File: src/rtl/rsa_pkg.sv
// Shared types and sizing for the RSA job arbiter.
// State encoding, requester count, core-reset length and watchdog limit.
package rsa_pkg;

    localparam int NUM_REQ    = 2;
    localparam int CLR_CYCLES = 2;
    localparam int CLR_W      = $clog2(CLR_CYCLES);
    localparam int WDOG_LIMIT = 200;
    localparam int WDOG_W     = 8;
    localparam int EXP_W      = 10;

    typedef enum logic [1:0] {
        IDLE = 2'd0,
        CLR  = 2'd1,
        RUN  = 2'd2,
        FIN  = 2'd3
    } state_t;

    function automatic logic [NUM_REQ-1:0] onehot(input logic idx);
        return idx ? 2'b10 : 2'b01;
    endfunction

endpackage

File: src/rtl/rsa_job_arbiter_if.sv
// Requester and exponentiation-core signals of the RSA job arbiter.
// slave = arbiter side, master = requesters/core side.
interface rsa_job_arbiter_if
    import rsa_pkg::*;
();

    logic [NUM_REQ-1:0] req;
    logic [EXP_W-1:0]   exp0;
    logic [EXP_W-1:0]   exp1;
    logic [NUM_REQ-1:0] gnt;
    logic [NUM_REQ-1:0] done;
    logic [NUM_REQ-1:0] err;
    logic               busy;
    logic               core_rstb;
    logic               core_en;
    logic [EXP_W-1:0]   core_exp;
    logic               core_eoc;

    modport slave (
        input  req, exp0, exp1, core_eoc,
        output gnt, done, err, busy,
        output core_rstb, core_en, core_exp
    );

    modport master (
        output req, exp0, exp1, core_eoc,
        input  gnt, done, err, busy,
        input  core_rstb, core_en, core_exp
    );

endinterface

File: src/rtl/rsa_job_arbiter_rr.sv
// Two-way round-robin winner select with last-granted pointer.
// Pointer resets to requester 1 so requester 0 wins the first tie.
module rr_arbiter2
    import rsa_pkg::*;
(
    input  logic               clk,
    input  logic               rstb,
    input  logic [NUM_REQ-1:0] req,
    input  logic               load,
    output logic               win,
    output logic               any
);

    logic last;

    always_ff @(posedge clk or negedge rstb) begin
        if (!rstb)
            last <= 1'b1;
        else if (load && any)
            last <= win;
    end

    always_comb begin
        win = 1'b0;
        any = |req;
        unique case (req)
            2'b01:   win = 1'b0;
            2'b10:   win = 1'b1;
            2'b11:   win = ~last;
            default: win = 1'b0;
        endcase
    end

endmodule

File: src/rtl/rsa_job_arbiter.sv
// Arbitrates two requesters onto one exponentiation core and sequences it.
// Define RSA_ARB_WATCHDOG_EN to add the RUN-cycle watchdog abort.
module rsa_job_arbiter
    import rsa_pkg::*;
(
    input  logic clk,
    input  logic rstb,
    rsa_job_arbiter_if.slave bus
);

    state_t             state;
    state_t             state_nxt;
    logic               owner;
    logic [EXP_W-1:0]   exp_q;
    logic [CLR_W-1:0]   clr_cnt;
    logic               win;
    logic               any;
    logic               grant;
    logic               wd_hit;
    logic               abort_q;

    assign grant = (state == IDLE) && any;

    rr_arbiter2 u_rr (
        .clk  (clk),
        .rstb (rstb),
        .req  (bus.req),
        .load (grant),
        .win  (win),
        .any  (any)
    );

    always_ff @(posedge clk or negedge rstb) begin
        if (!rstb)
            state <= IDLE;
        else
            state <= state_nxt;
    end

    always_comb begin
        state_nxt = state;
        unique case (state)
            IDLE: if (any) state_nxt = CLR;
            CLR:  if (clr_cnt == CLR_W'(CLR_CYCLES - 1)) state_nxt = RUN;
            RUN:  if (bus.core_eoc || wd_hit) state_nxt = FIN;
            FIN:  state_nxt = IDLE;
            default: state_nxt = IDLE;
        endcase
    end

    always_ff @(posedge clk or negedge rstb) begin
        if (!rstb) begin
            owner <= 1'b0;
            exp_q <= '0;
        end else if (grant) begin
            owner <= win;
            exp_q <= win ? bus.exp1 : bus.exp0;
        end
    end

    always_ff @(posedge clk or negedge rstb) begin
        if (!rstb)
            clr_cnt <= '0;
        else if (state == CLR)
            clr_cnt <= clr_cnt + 1'b1;
        else
            clr_cnt <= '0;
    end

`ifdef RSA_ARB_WATCHDOG_EN
    logic [WDOG_W-1:0] wdog;

    always_ff @(posedge clk or negedge rstb) begin
        if (!rstb)
            wdog <= '0;
        else if (state == RUN)
            wdog <= wdog + 1'b1;
        else
            wdog <= '0;
    end

    // Timeout only counts when eoc did not arrive in the same cycle.
    assign wd_hit = (state == RUN) && (wdog == WDOG_W'(WDOG_LIMIT - 1));

    always_ff @(posedge clk or negedge rstb) begin
        if (!rstb)
            abort_q <= 1'b0;
        else if (state == RUN)
            abort_q <= wd_hit && !bus.core_eoc;
    end
`else
    assign wd_hit  = 1'b0;
    assign abort_q = 1'b0;
`endif

    always_comb begin
        bus.gnt       = '0;
        bus.done      = '0;
        bus.err       = '0;
        bus.busy      = (state != IDLE);
        bus.core_rstb = (state == RUN);
        bus.core_en   = (state == RUN);
        bus.core_exp  = exp_q;
        if (state == CLR || state == RUN)
            bus.gnt = onehot(owner);
        if (state == FIN) begin
            if (abort_q)
                bus.err = onehot(owner);
            else
                bus.done = onehot(owner);
        end
    end

endmodule

File: src/flat_wrapper.sv
// flat-port wrapper written by rule: the top's interface ports become plain ports
module rsa_job_arbiter_flat import rsa_pkg::*;
  (clk, rstb, bus_req, bus_exp0, bus_exp1, bus_core_eoc, bus_gnt, bus_done, bus_err, bus_busy, bus_core_rstb, bus_core_en, bus_core_exp);
  rsa_job_arbiter_if bus_i ();
  input  logic clk;
  input  logic rstb;
  input wire logic [$bits(bus_i.req)-1:0] bus_req;
  input wire logic [$bits(bus_i.exp0)-1:0] bus_exp0;
  input wire logic [$bits(bus_i.exp1)-1:0] bus_exp1;
  input wire logic [$bits(bus_i.core_eoc)-1:0] bus_core_eoc;
  output wire logic [$bits(bus_i.gnt)-1:0] bus_gnt;
  output wire logic [$bits(bus_i.done)-1:0] bus_done;
  output wire logic [$bits(bus_i.err)-1:0] bus_err;
  output wire logic [$bits(bus_i.busy)-1:0] bus_busy;
  output wire logic [$bits(bus_i.core_rstb)-1:0] bus_core_rstb;
  output wire logic [$bits(bus_i.core_en)-1:0] bus_core_en;
  output wire logic [$bits(bus_i.core_exp)-1:0] bus_core_exp;
  assign bus_i.req = bus_req;
  assign bus_i.exp0 = bus_exp0;
  assign bus_i.exp1 = bus_exp1;
  assign bus_i.core_eoc = bus_core_eoc;
  assign bus_gnt = bus_i.gnt;
  assign bus_done = bus_i.done;
  assign bus_err = bus_i.err;
  assign bus_busy = bus_i.busy;
  assign bus_core_rstb = bus_i.core_rstb;
  assign bus_core_en = bus_i.core_en;
  assign bus_core_exp = bus_i.core_exp;
  rsa_job_arbiter u_core (.clk(clk), .rstb(rstb), .bus(bus_i));
endmodule
File: config.mk
export PLATFORM = sky130hd
export DESIGN_NAME = rsa_job_arbiter_flat
export DESIGN_NICKNAME = d
export VERILOG_FILES = /design/src/rtl/rsa_pkg.sv /design/src/rtl/rsa_job_arbiter_if.sv /design/src/rtl/rsa_job_arbiter_rr.sv /design/src/rtl/rsa_job_arbiter.sv /design/src/flat_wrapper.sv
export SDC_FILE = /design/constraint.sdc
export NUM_CORES = 1
export LEC_CHECK = 0
export BUFFER_PORTS_ARGS = -buffer_cell sky130_fd_sc_hd__buf_2
export CAP_MARGIN = 40
export CELL_PAD_IN_SITES_DETAIL_PLACEMENT = 0
export CELL_PAD_IN_SITES_GLOBAL_PLACEMENT = 2
export CORE_ASPECT_RATIO = 0.6
export CORE_MARGIN = 1
export CORE_UTILIZATION = 23
export CTS_CLUSTER_DIAMETER = 80
export DETAILED_ROUTE_END_ITERATION = 10
export PLACE_DENSITY = 0.81
export SKIP_CTS_REPAIR_TIMING = 1
export SKIP_LAST_GASP = 1
export SLEW_MARGIN = 40
export SYNTH_ARGS = -nofsm -noshare
export SYNTH_HDL_FRONTEND = slang
export SYNTH_SLANG_ARGS = --single-unit
File: constraint.sdc
create_clock -name clk -period 1.6 [get_ports clk]
set_input_delay 0.32 -clock clk [delete_from_list [all_inputs] [get_ports clk]]
set_output_delay 0.32 -clock clk [all_outputs]
set_load 0.02 [all_outputs]
==> results of run 1 <==
[power by group]
part	switching [mW]	internal (mW)
combinational	0.807	0.662
sequential	0.132	0.587
clock	0.137	0.172
[metal layers]
layer	up-vias	GRT usage	share of wire
li1	383	-	-
met1	333	0.155	0.50
met2	24	0.200	0.43
met3	2	0.0466	0.058
met4	0	0.0453	0.0089
met5	-	0	0
[placed cells by master (no fill, tap or decap), types with 3 or more instances in the layout]
| cell | synthesis | layout |
|---|---|---|
| a21oi_1 | 21 | 21 |
| buf_2 | 3 | 38 |
| buf_4 | 3 | 8 |
| clkbuf_8 | 0 | 3 |
| dfrtp_1 | 14 | 14 |
| nand2_1 | 11 | 11 |
| nor2_1 | 11 | 11 |
[cell type report]
class	instances	area share
repair buffers	49	0.244
clock buffers	3	0.0356
inverters	4	0.0129
multi-input cells	63	0.331
flip-flops and latches	15	0.324
well taps	45	0.0485
clock inverters	1	0.00431
[flip-flops by register name, summed over array words and instances (netlist names)]
signal / flops
u_core.bus.core_exp: 10
u_core.state: 2
u_core.clr_cnt: 1
u_core.owner: 1
u_core.u_rr.last: 1
[through the flow]
| step | setup TNS (ps) | utilization | hold slack (ps) | area, um^2 |
|---|---|---|---|---|
| floorplan | 0 | - | 24.4 | 788 |
| global placement | 0 | 0.322 | 253 | 1050 |
| detailed placement | 0 | 0.322 | 252 | 1050 |
| CTS | -198 | 0.336 | -21.5 | 1100 |
| global route | -156 | 0.356 | 313 | 1160 |
| finish | 0 | 0.356 | 298 | 1160 |
[kinds of logic (layout without fill, tap and decap cells)]
group	Yosys count	in the layout	synth area share
AND/OR/NAND/NOR	27	27	0.145
AO/OA/AOI/OAI	29	29	0.225
flip-flops	15	15	0.480
multiplexers	1	1	0.0144
adder cells (fa/ha/maj)	4	4	0.0638
other	1	2	0.00478
buffers and inverters	10	57	0.0670
[worst max-delay path by stage]
stage / endpoint / slack, ps
6_report: bus_gnt[0] / 20
5_1_grt: bus_gnt[0] / -60
4_1_cts: bus_gnt[1] / -110
3_5_place_dp: u_core.state[1]$_DFFE_PN0P_ / 90
3_3_place_gp: u_core.state[1]$_DFFE_PN0P_ / 150
2_1_floorplan: u_core.state[1]$_DFFE_PN0P_ / 100
[worst max-delay path, cell delays in order (launching register included)]
cell,delay (ps)
dfrtp_1,390
inv_2,70
ha_4,290
nor2b_4,150
buf_6,120
==> results by group, run 1 <==
Status
  – Status: completed

Critical path
  – Critical Path Sink Type: output pin
  – Critical path data arrival time: 1260 ps
  – Crit path max fanout: 4
  – Setup crit start: u_core.state[1]$_DFFE_PN0P_
  – Worst r2r src: u_core.state[1]$_DFFE_PN0P_
  – R2r setup slk: around 70 ps
  – Crit path kind: register to output pin
  – Reg2Reg Depth: 4
  – Worst reg2reg endpoint: u_core.state[1]$_DFFE_PN0P_
  – Worst EP required: about 1300 ps
  – Critical Path Start Type: register

Power
  – Pwr/cell area: between 2000 and 2500 mW/mm^2
  – Pleak: slightly below 0.6 nW
  – Total power: roughly 2.5 mW
  – Peak supply drop: ~540 uV

Finish
  – Antenna cells: 0
  – Layout Cells excl Fill: 180
  – Area of the multi-input gates: between 300 and 400 um^2
  – Area growth syn-to-layout: 48.0%
  – Nets: between 150 and 200
  – Fillers: 348
  – Sequential cell area: roughly 380 um^2
  – Layout cell share with drive strength beyond 1: 0.474

Timing
  – Worst Skew: between 6 and 7 ps
  – Highest attainable clock frequency: about 0.63 GHz
  – Final WS setup: around 17 ps
  – Setup Viol. Count Final: 0
  – Setup repair after global routing missed its margin: true
  – Final Critical Period: approximately 1600 ps
  – Final Cycle Share: 0.990
  – Max Transition Viols Final: 0
  – Fin. Hold Viols: 0

Die
  – Placement Rows: 16
  – Die Y: ~47 um
  – IO Count: 44
  – Die Width: between 70 and 80 um
  – Starting density of the core: 0.240
  – Core ar.: 0.00326 mm^2
  – Die area: between 0.003 and 0.004 mm^2

Detailed routing
  – Total length of routed wires: approximately 2.1 mm
  – Routed WL per cell: 11.9 um
  – Via density per instance: 4.12
  – DRC: 0
  – Detailed-route via count: roughly 740
  – Remaining antenna violation count: 0
  – TritonRoute pass-1 iters: 4
  – DRT iter0 DRCs: 46

CTS
  – CTS tree: done
  – Total CTS buffers: 3
  – Clock buffer depth: 2
  – Worst skew pair latency: around 250 ps
  – Clock Pin Slew Worst Setup and Hold Paths: 70 ps
  – CTS Sinks: 15
  – CTS H-tree depth: 1
  – CTS root buf: clkbuf_8

Synth
  – Syn Area/Cell: around 9 um^2
  – EDFF count, synth: 0
  – Synth unique cells: 20
  – FFs w/ async S/R, synth: 1.00
  – Post-synth top area cell: dfrtp_1
  – Cell area after synthesis: just under 800 um^2
  – Yosys reg bits: 15
  – Synth Instances: 87
  – Top FF cell, synth: dfrtp_1
  – Synth warn: 0
  – Sequential fraction of the synthesis area: 0.480
  – Synth top cells by count: a21oi_1 (21), dfrtp_1 (14), nand2_1 (11), nor2_1 (11)
  – Top-count cell post-synth: a21oi_1
  – Area contributors post-synth: dfrtp_1 (45%), a21oi_1 (13%), ha_1 (6.4%)
  – Synth top area share: 0.447

Hold path
  – Hold endpoint: u_core.bus.core_exp[6]$_DFFE_PN0P_
  – Min-delay worst type: primary input to register
  – Hold path cells: 3
  – HP Start: bus_exp0[6]

GRT
  – First-pass GRT wire length: 3.26 mm
  – Number of global-route vias before repair: about 660
  – Total GRT Usage: 0.124
  – Largest net degree at the start of global routing: 16
  – GRT overflow: 0
  – Initial antenna violation count: 0

Flow run
  – Max cap viols: 0

Place
  – Dpl cells: approximately 170
  – Port-buffer cells: slightly above 40
  – Setup WS pre-CTS: 94.1 ps
  – Placer congestion estimate: ~0.86
  – HPWL after DPL: between 1.5 and 2 mm
Power figures use the tool's default switching activity.
==> inputs of run 2 (changes only) <==
--- a/config.mk
+++ b/config.mk
@@ -14,7 +14,7 @@
 export CORE_UTILIZATION = 23
 export CTS_CLUSTER_DIAMETER = 80
 export DETAILED_ROUTE_END_ITERATION = 10
-export PLACE_DENSITY = 0.81
+export PLACE_DENSITY = 0.87
 export SKIP_CTS_REPAIR_TIMING = 1
 export SKIP_LAST_GASP = 1
 export SLEW_MARGIN = 40
==> results by group, run 2 (synthesis gave the netlist of run 1 again) <==
Power
  – Psw: 1.10 mW (+2.0%)
  – Sequential share of power: 0.283 (-0.005)
  – Peak supply drop: 588 uV (+9.2%)
  – Combinational power share: 0.597 (+0.009)
  – Clock group share of total power: 0.120 (-0.004)
  – Pwr/cell area: 2210 mW/mm^2 (+2.8%)
  – Int Pwr: 1.47 mW (+3.1%)
  – Switching share of power: 0.428 (-0.00264)
  – Pleak: 0.575 nW (-1.1%)

Finish
  – Largest register FFs: 10 (unchanged)
  – Layout cell share with drive strength beyond 1: 0.462 (-0.0120)
  – Commonest non-fill, non-tap cell in the layout: buf_2
  – Antenna cells: 0 (unchanged)
  – Fillers: 345 (-0.86%)
  – Area growth syn-to-layout: 47.8%
  – Most frequent cells in the layout: buf_2 (38), a21oi_1 (21), dfrtp_1 (14), nand2_1 (11), nor2_1 (11)
  – Layout Cells excl Fill: 177 (-1.7%)
  – Nets: 162 (-1.8%)

Detailed routing
  – Remaining antenna violation count: 0 (unchanged)
  – Routed WL per cell: 12.2 um (+2.2%)
  – TritonRoute pass-1 iters: 4 (unchanged)
  – DRC: 0 (unchanged)
  – Detailed-route via count: 761 (+2.6%)
  – Total length of routed wires: 2.16 mm (+0.47%)
  – DRT iter0 DRCs: 14 (-70%)
  – Via density per instance: 4.30 (+4.3%)

CTS
  – Worst skew pair latency: 250 ps (about the same)
  – CTS tree: done
  – Clock Pin Slew Worst Setup and Hold Paths: 60 ps (about the same)
  – Total CTS buffers: 3 (unchanged)
  – CTS root buf: clkbuf_8
  – CTS H-tree depth: 1 (unchanged)
  – Clock buffer depth: 2 (unchanged)
  – CTS Sinks: 15 (unchanged)

Critical path
  – Critical Path Start Type: register
  – Most used cell, CP: buf_4
  – Delay of the slowest cell on the worst path: 420 ps (+30 ps)
  – Critical Path Slowest Stage Cell: dfrtp_1
  – Critical Path Sink Type: output pin
  – Critical path data arrival time: 1270 ps (about the same)
  – Worst EP required: 1280 ps (about the same)
  – Crit path kind: register to output pin
  – Crit path max fanout: 4 (unchanged)
  – CP Cell Sequence: buf_4, ha_2, and2_1, buf_4

GRT
  – Number of global-route vias before repair: 683 (+2.9%)
  – GRT overflow: 0 (unchanged)
  – Initial antenna violation count: 0 (unchanged)
  – Total GRT Usage: 0.125 (+0.00121)
  – First-pass GRT wire length: 3.29 mm (+1.1%)
  – Largest net degree at the start of global routing: 16 (unchanged)

Timing
  – Slew @ Worst Pin: between 500 and 600 ps
  – Final Critical Period: 1590 ps (+11.4 ps)
  – Max Transition Viols Final: 0 (unchanged)
  – Setup_tns: 0 ps (unchanged)
  – Setup Viol. Count Final: 0 (unchanged)
  – Highest attainable clock frequency: 0.627 GHz (-0.71%)
  – Fin. Hold Viols: 0 (unchanged)
  – Slew margin rel.: 0.660
  – Final Cycle Share: 0.997 (+0.00712)
  – WHS: 302 ps (+3.75 ps)
  – Setup repair after global routing missed its margin: true
  – Worst Skew: 4.00 ps (-2.06 ps)

Die
  – Placement Rows: 16 (unchanged)
  – Die area: 0.00366 mm^2 (unchanged)
  – Core ar.: 0.00326 mm^2 (unchanged)
  – Starting density of the core: 0.240 (unchanged)
  – Die Width: 77.4 um (unchanged)
  – Die Y: 47.2 um (unchanged)
  – IO Count: 44 (unchanged)

Status
  – Status: completed

Place
  – Port-buffer cells: 41 (unchanged)
  – HPWL after DPL: 1.53 mm (-4.3%)
  – Dpl cells: 169 (-2.3%)
  – Placer congestion estimate: 0.709 (-18%)

Hold path
  – Min-delay worst type: primary input to register

Flow run
  – Max cap viols: 0 (unchanged)
==> run 2: cell types whose count changed in the layout (fill, tap and decap cells not counted), sizes merged <==
cell	before	now
buf	48	45
clkbuf	3	4
clkinv	1	0
==> run 2: path summary, 6_finish.rpt <==
kind / from / to / slack [ps] / cells past startpoint
worst min register to register: u_core.clr_cnt$_DFF_PN0_ / u_core.clr_cnt$_DFF_PN0_ / 460 / 1
worst max register to register: u_core.state[0]$_DFFE_PN0P_ / u_core.state[1]$_DFFE_PN0P_ / 30 / 5
max in group asynchronous: rstb / u_core.u_rr.last$_DFFE_PN1P_ / 780 / 2
worst max-delay path: u_core.state[1]$_DFFE_PN0P_ / bus_done[1] / 5 / 4
min in group asynchronous: rstb / u_core.bus.core_exp[7]$_DFFE_PN0P_ / 530 / 2
worst min-delay path: bus_exp0[2] / u_core.bus.core_exp[2]$_DFFE_PN0P_ / 300 / 3
==> run 2: worst max-delay path: cells and delay by family (launching register included) <==
| kind | cells | cell delay, ps |
|---|---|---|
| adders and majority gates | 1 | 160 |
| buffers and inverters | 2 | 300 |
| DFF | 1 | 420 |
| and+or+nand+nor | 1 | 140 |
==> run 2: power by group through the flow <==
stage | logic (mW) | registers (mW) | clock network, mW
3_5_place_dp | 1.24 | 0.716 | 0
2_1_floorplan | 0.705 | 0.858 | 0
5_1_grt | 1.66 | 0.752 | 0.341
4_1_cts | 1.24 | 0.709 | 0.321
6_report | 1.53 | 0.726 | 0.307
3_3_place_gp | 1.20 | 0.704 | 0
==> run 2: layout make-up <==
type | count | area, um^2 | share of cell area
clock buffer | 4 | 45.0 | 0.0388
inverter | 4 | 15.0 | 0.0129
multi-input combinational | 63 | 407 | 0.351
sequential | 15 | 377 | 0.325
tap | 45 | 56.3 | 0.0485
timing repair buffer | 46 | 260 | 0.224
==> run 2: layer usage <==
| metal | vias up | part of all wire | global-route usage | wire length [um] |
|---|---|---|---|---|
| li1 | 379 | - | - | - |
| met3 | 2 | 0.058 | 0.0388 | 126 |
| met2 | 24 | 0.47 | 0.207 | 1010 |
| met4 | 0 | 0.0079 | 0.0453 | 17 |
| met1 | 356 | 0.46 | 0.159 | 1000 |
| met5 | - | 0 | 0 | 0 |
==> run 2: metrics by stage <==
step	setup slack (ps)	util	power, mW	area (um^2)
5_1_grt	-43.2	0.355	2.76	1160
2_1_floorplan	96.1	-	1.56	788
3_5_place_dp	20.5	0.313	1.95	1020
6_report	5.29	0.355	2.56	1160
3_3_place_gp	134	0.313	1.90	1020
4_1_cts	-121	0.326	2.27	1060
==> inputs of run 3 (changes only) <==
--- a/config.mk
+++ b/config.mk
@@ -14,7 +14,9 @@
 export CORE_UTILIZATION = 23
 export CTS_CLUSTER_DIAMETER = 80
 export DETAILED_ROUTE_END_ITERATION = 10
+export MAX_ROUTING_LAYER = met4
 export PLACE_DENSITY = 0.87
+export REMOVE_ABC_BUFFERS = 1
 export SKIP_CTS_REPAIR_TIMING = 1
 export SKIP_LAST_GASP = 1
 export SLEW_MARGIN = 40
==> results by group, run 3 (synthesis gave the netlist of run 1 again) <==
Timing
  – Fin. Hold Viols: 0 (unchanged)
  – Final WS setup: 19.6 ps (+14.3 ps)
  – Slew margin rel.: 0.641 (-0.0193)
  – Worst Skew: 1.79 ps (-2.20 ps)
  – Setup Viol. Count Final: 0 (unchanged)
  – Final Cycle Share: 0.988 (-0.00894)
  – Setup repair after global routing missed its margin: true
  – Max Transition Viols Final: 0 (unchanged)
  – Setup_tns: 0 ps (unchanged)
  – Final Critical Period: 1580 ps (-14.3 ps)
  – Slew @ Worst Pin: 536 ps (+28.8 ps)
  – Highest attainable clock frequency: 0.633 GHz (+0.90%)

Finish
  – Layout cell share with drive strength beyond 1: 0.467 (+0.00455)
  – Antenna cells: 0 (unchanged)
  – Fillers: 340 (-1.4%)
  – Layout Cells excl Fill: 180 (+1.7%)
  – Most frequent cells in the layout: buf_2 (38), a21oi_1 (21), dfrtp_1 (14), nand2_1 (11), nor2_1 (11)
  – Area growth syn-to-layout: 51.0%
  – Largest register FFs: 10 (unchanged)
  – Commonest non-fill, non-tap cell in the layout: buf_2
  – Nets: 165 (+1.9%)

CTS
  – CTS Sinks: 15 (unchanged)
  – CTS H-tree depth: 1 (unchanged)
  – CTS tree: done
  – Worst skew pair latency: 240 ps (about the same)
  – Total CTS buffers: 3 (unchanged)
  – Clock Pin Slew Worst Setup and Hold Paths: 60 ps (about the same)
  – CTS root buf: clkbuf_8
  – Clock buffer depth: 2 (unchanged)

Flow run
  – Max cap viols: 0 (unchanged)

GRT
  – Number of global-route vias before repair: 705 (+3.2%)
  – Initial antenna violation count: 0 (unchanged)
  – First-pass GRT wire length: 3.42 mm (+3.8%)
  – Largest net degree at the start of global routing: 16 (unchanged)
  – Total GRT Usage: 0.135 (+0.0104)
  – GRT overflow: 0 (unchanged)

Critical path
  – Delay of the slowest cell on the worst path: 380 ps (-40 ps)
  – Critical Path Start Type: register
  – Critical Path Sink Type: output pin
  – CP Cell Sequence: inv_1, ha_4, and2_1, buf_4
  – Critical path data arrival time: 1260 ps (about the same)
  – Worst reg2reg endpoint: u_core.state[1]$_DFFE_PN0P_
  – Worst path top cell family by delay: flip-flops
  – Critical Path Slowest Stage Cell: dfrtp_1
  – Reg2Reg Depth: 5 (unchanged)
  – Worst EP required: 1280 ps (about the same)
  – Worst r2r src: u_core.state[0]$_DFFE_PN0P_
  – R2r setup slk: 60 ps (+30 ps)
  – Buffers plus inverters on the worst setup path: 2 (unchanged)
  – Crit path kind: register to output pin
  – Crit path max fanout: 3 (-1)

Detailed routing
  – DRC: 0 (unchanged)
  – Remaining antenna violation count: 0 (unchanged)
  – Via density per instance: 4.42 (+2.7%)
  – Routed WL per cell: 12.5 um (+2.6%)
  – Total length of routed wires: 2.25 mm (+4.4%)
  – DRT iter0 DRCs: 67 (+53)
  – TritonRoute pass-1 iters: 4 (unchanged)
  – Detailed-route via count: 795 (+4.5%)

Hold path
  – Min-delay worst type: primary input to register
  – Hold path cells: 3 (unchanged)
  – Hold endpoint: u_core.bus.core_exp[2]$_DFFE_PN0P_
  – HP Start: bus_exp0[2]

Die
  – Die area: 0.00366 mm^2 (unchanged)
  – IO Count: 44 (unchanged)
  – Die Width: 77.4 um (unchanged)
  – Placement Rows: 16 (unchanged)
  – Starting density of the core: 0.240 (unchanged)
  – Die Y: 47.2 um (unchanged)
  – Core ar.: 0.00326 mm^2 (unchanged)

Place
  – Setup WS pre-CTS: 51.8 ps (+31.3 ps)
  – Port-buffer cells: 41 (unchanged)
  – Dpl cells: 172 (+1.8%)
  – HPWL after DPL: 1.66 mm (+8.5%)
  – Placer congestion estimate: 0.760 (+7.2%)

Power
  – Peak supply drop: 540 uV (-8.0%)
  – Pleak: 0.587 nW (+2.1%)
  – Total power: 2.57 mW (+0.29%)
  – Pwr/cell area: 2170 mW/mm^2 (-1.8%)

Status
  – Status: completed
[run 3: area by class of cell]
| class | instances | area (um^2) | area share |
|---|---|---|---|
| clock buffer | 4 | 45.0 | 0.0380 |
| inverter | 4 | 15.0 | 0.0127 |
| multi-input combinational | 63 | 417 | 0.352 |
| sequential | 15 | 377 | 0.318 |
| tap | 45 | 56.3 | 0.0475 |
| timing repair buffer | 49 | 275 | 0.232 |
[run 3: worst min-delay path: cells and delay by family]
kind | cells | cell delay, ps
AOI/OAI and AO/OA | 1 | 50
and+or+nand+nor | 1 | 40
buffers and inverters | 1 | 90
[run 3: through the flow]
step | instance area [um^2] | hold slack [ps] | utilization
6_report | 1180 | 303 | 0.363
5_1_grt | 1180 | 309 | 0.363
4_1_cts | 1090 | -13.8 | 0.333
3_5_place_dp | 1040 | 257 | 0.319
3_3_place_gp | 1040 | 248 | 0.319
2_1_floorplan | 751 | 24.4 | -
[run 3: layer usage]
layer | wire length (um) | up-vias | global-route usage | share of wire
met5 | 0 | - | - | 0
met4 | 27 | 0 | 0.0566 | 0.012
met3 | 119 | 2 | 0.0408 | 0.053
met2 | 1020 | 22 | 0.211 | 0.45
met1 | 1080 | 388 | 0.166 | 0.48
li1 | - | 383 | - | -
[run 3: worst max-delay path by stage]
| stage | slack, ps | cells past startpoint | endpoint | startpoint |
|---|---|---|---|---|
| 3_5_place_dp | 50 | 4 | u_core.state[1]$_DFFE_PN0P_ | u_core.state[0]$_DFFE_PN0P_ |
| 4_1_cts | -100 | 4 | bus_gnt[1] | u_core.state[0]$_DFFE_PN0P_ |
| 2_1_floorplan | 7 | 4 | u_core.state[1]$_DFFE_PN0P_ | u_core.state[0]$_DFFE_PN0P_ |
| 3_3_place_gp | 140 | 4 | u_core.state[1]$_DFFE_PN0P_ | u_core.state[0]$_DFFE_PN0P_ |
| 6_report | 20 | 4 | bus_gnt[1] | u_core.state[1]$_DFFE_PN0P_ |
| 5_1_grt | -20 | 4 | bus_gnt[1] | u_core.state[1]$_DFFE_PN0P_ |
[run 3: report_power, final]
group	internal, mW	total, mW	switching, mW
Sequential	0.587	0.723	0.135
Clock	0.176	0.307	0.131
Combinational	0.702	1.54	0.839
Total	1.47	2.57	1.10
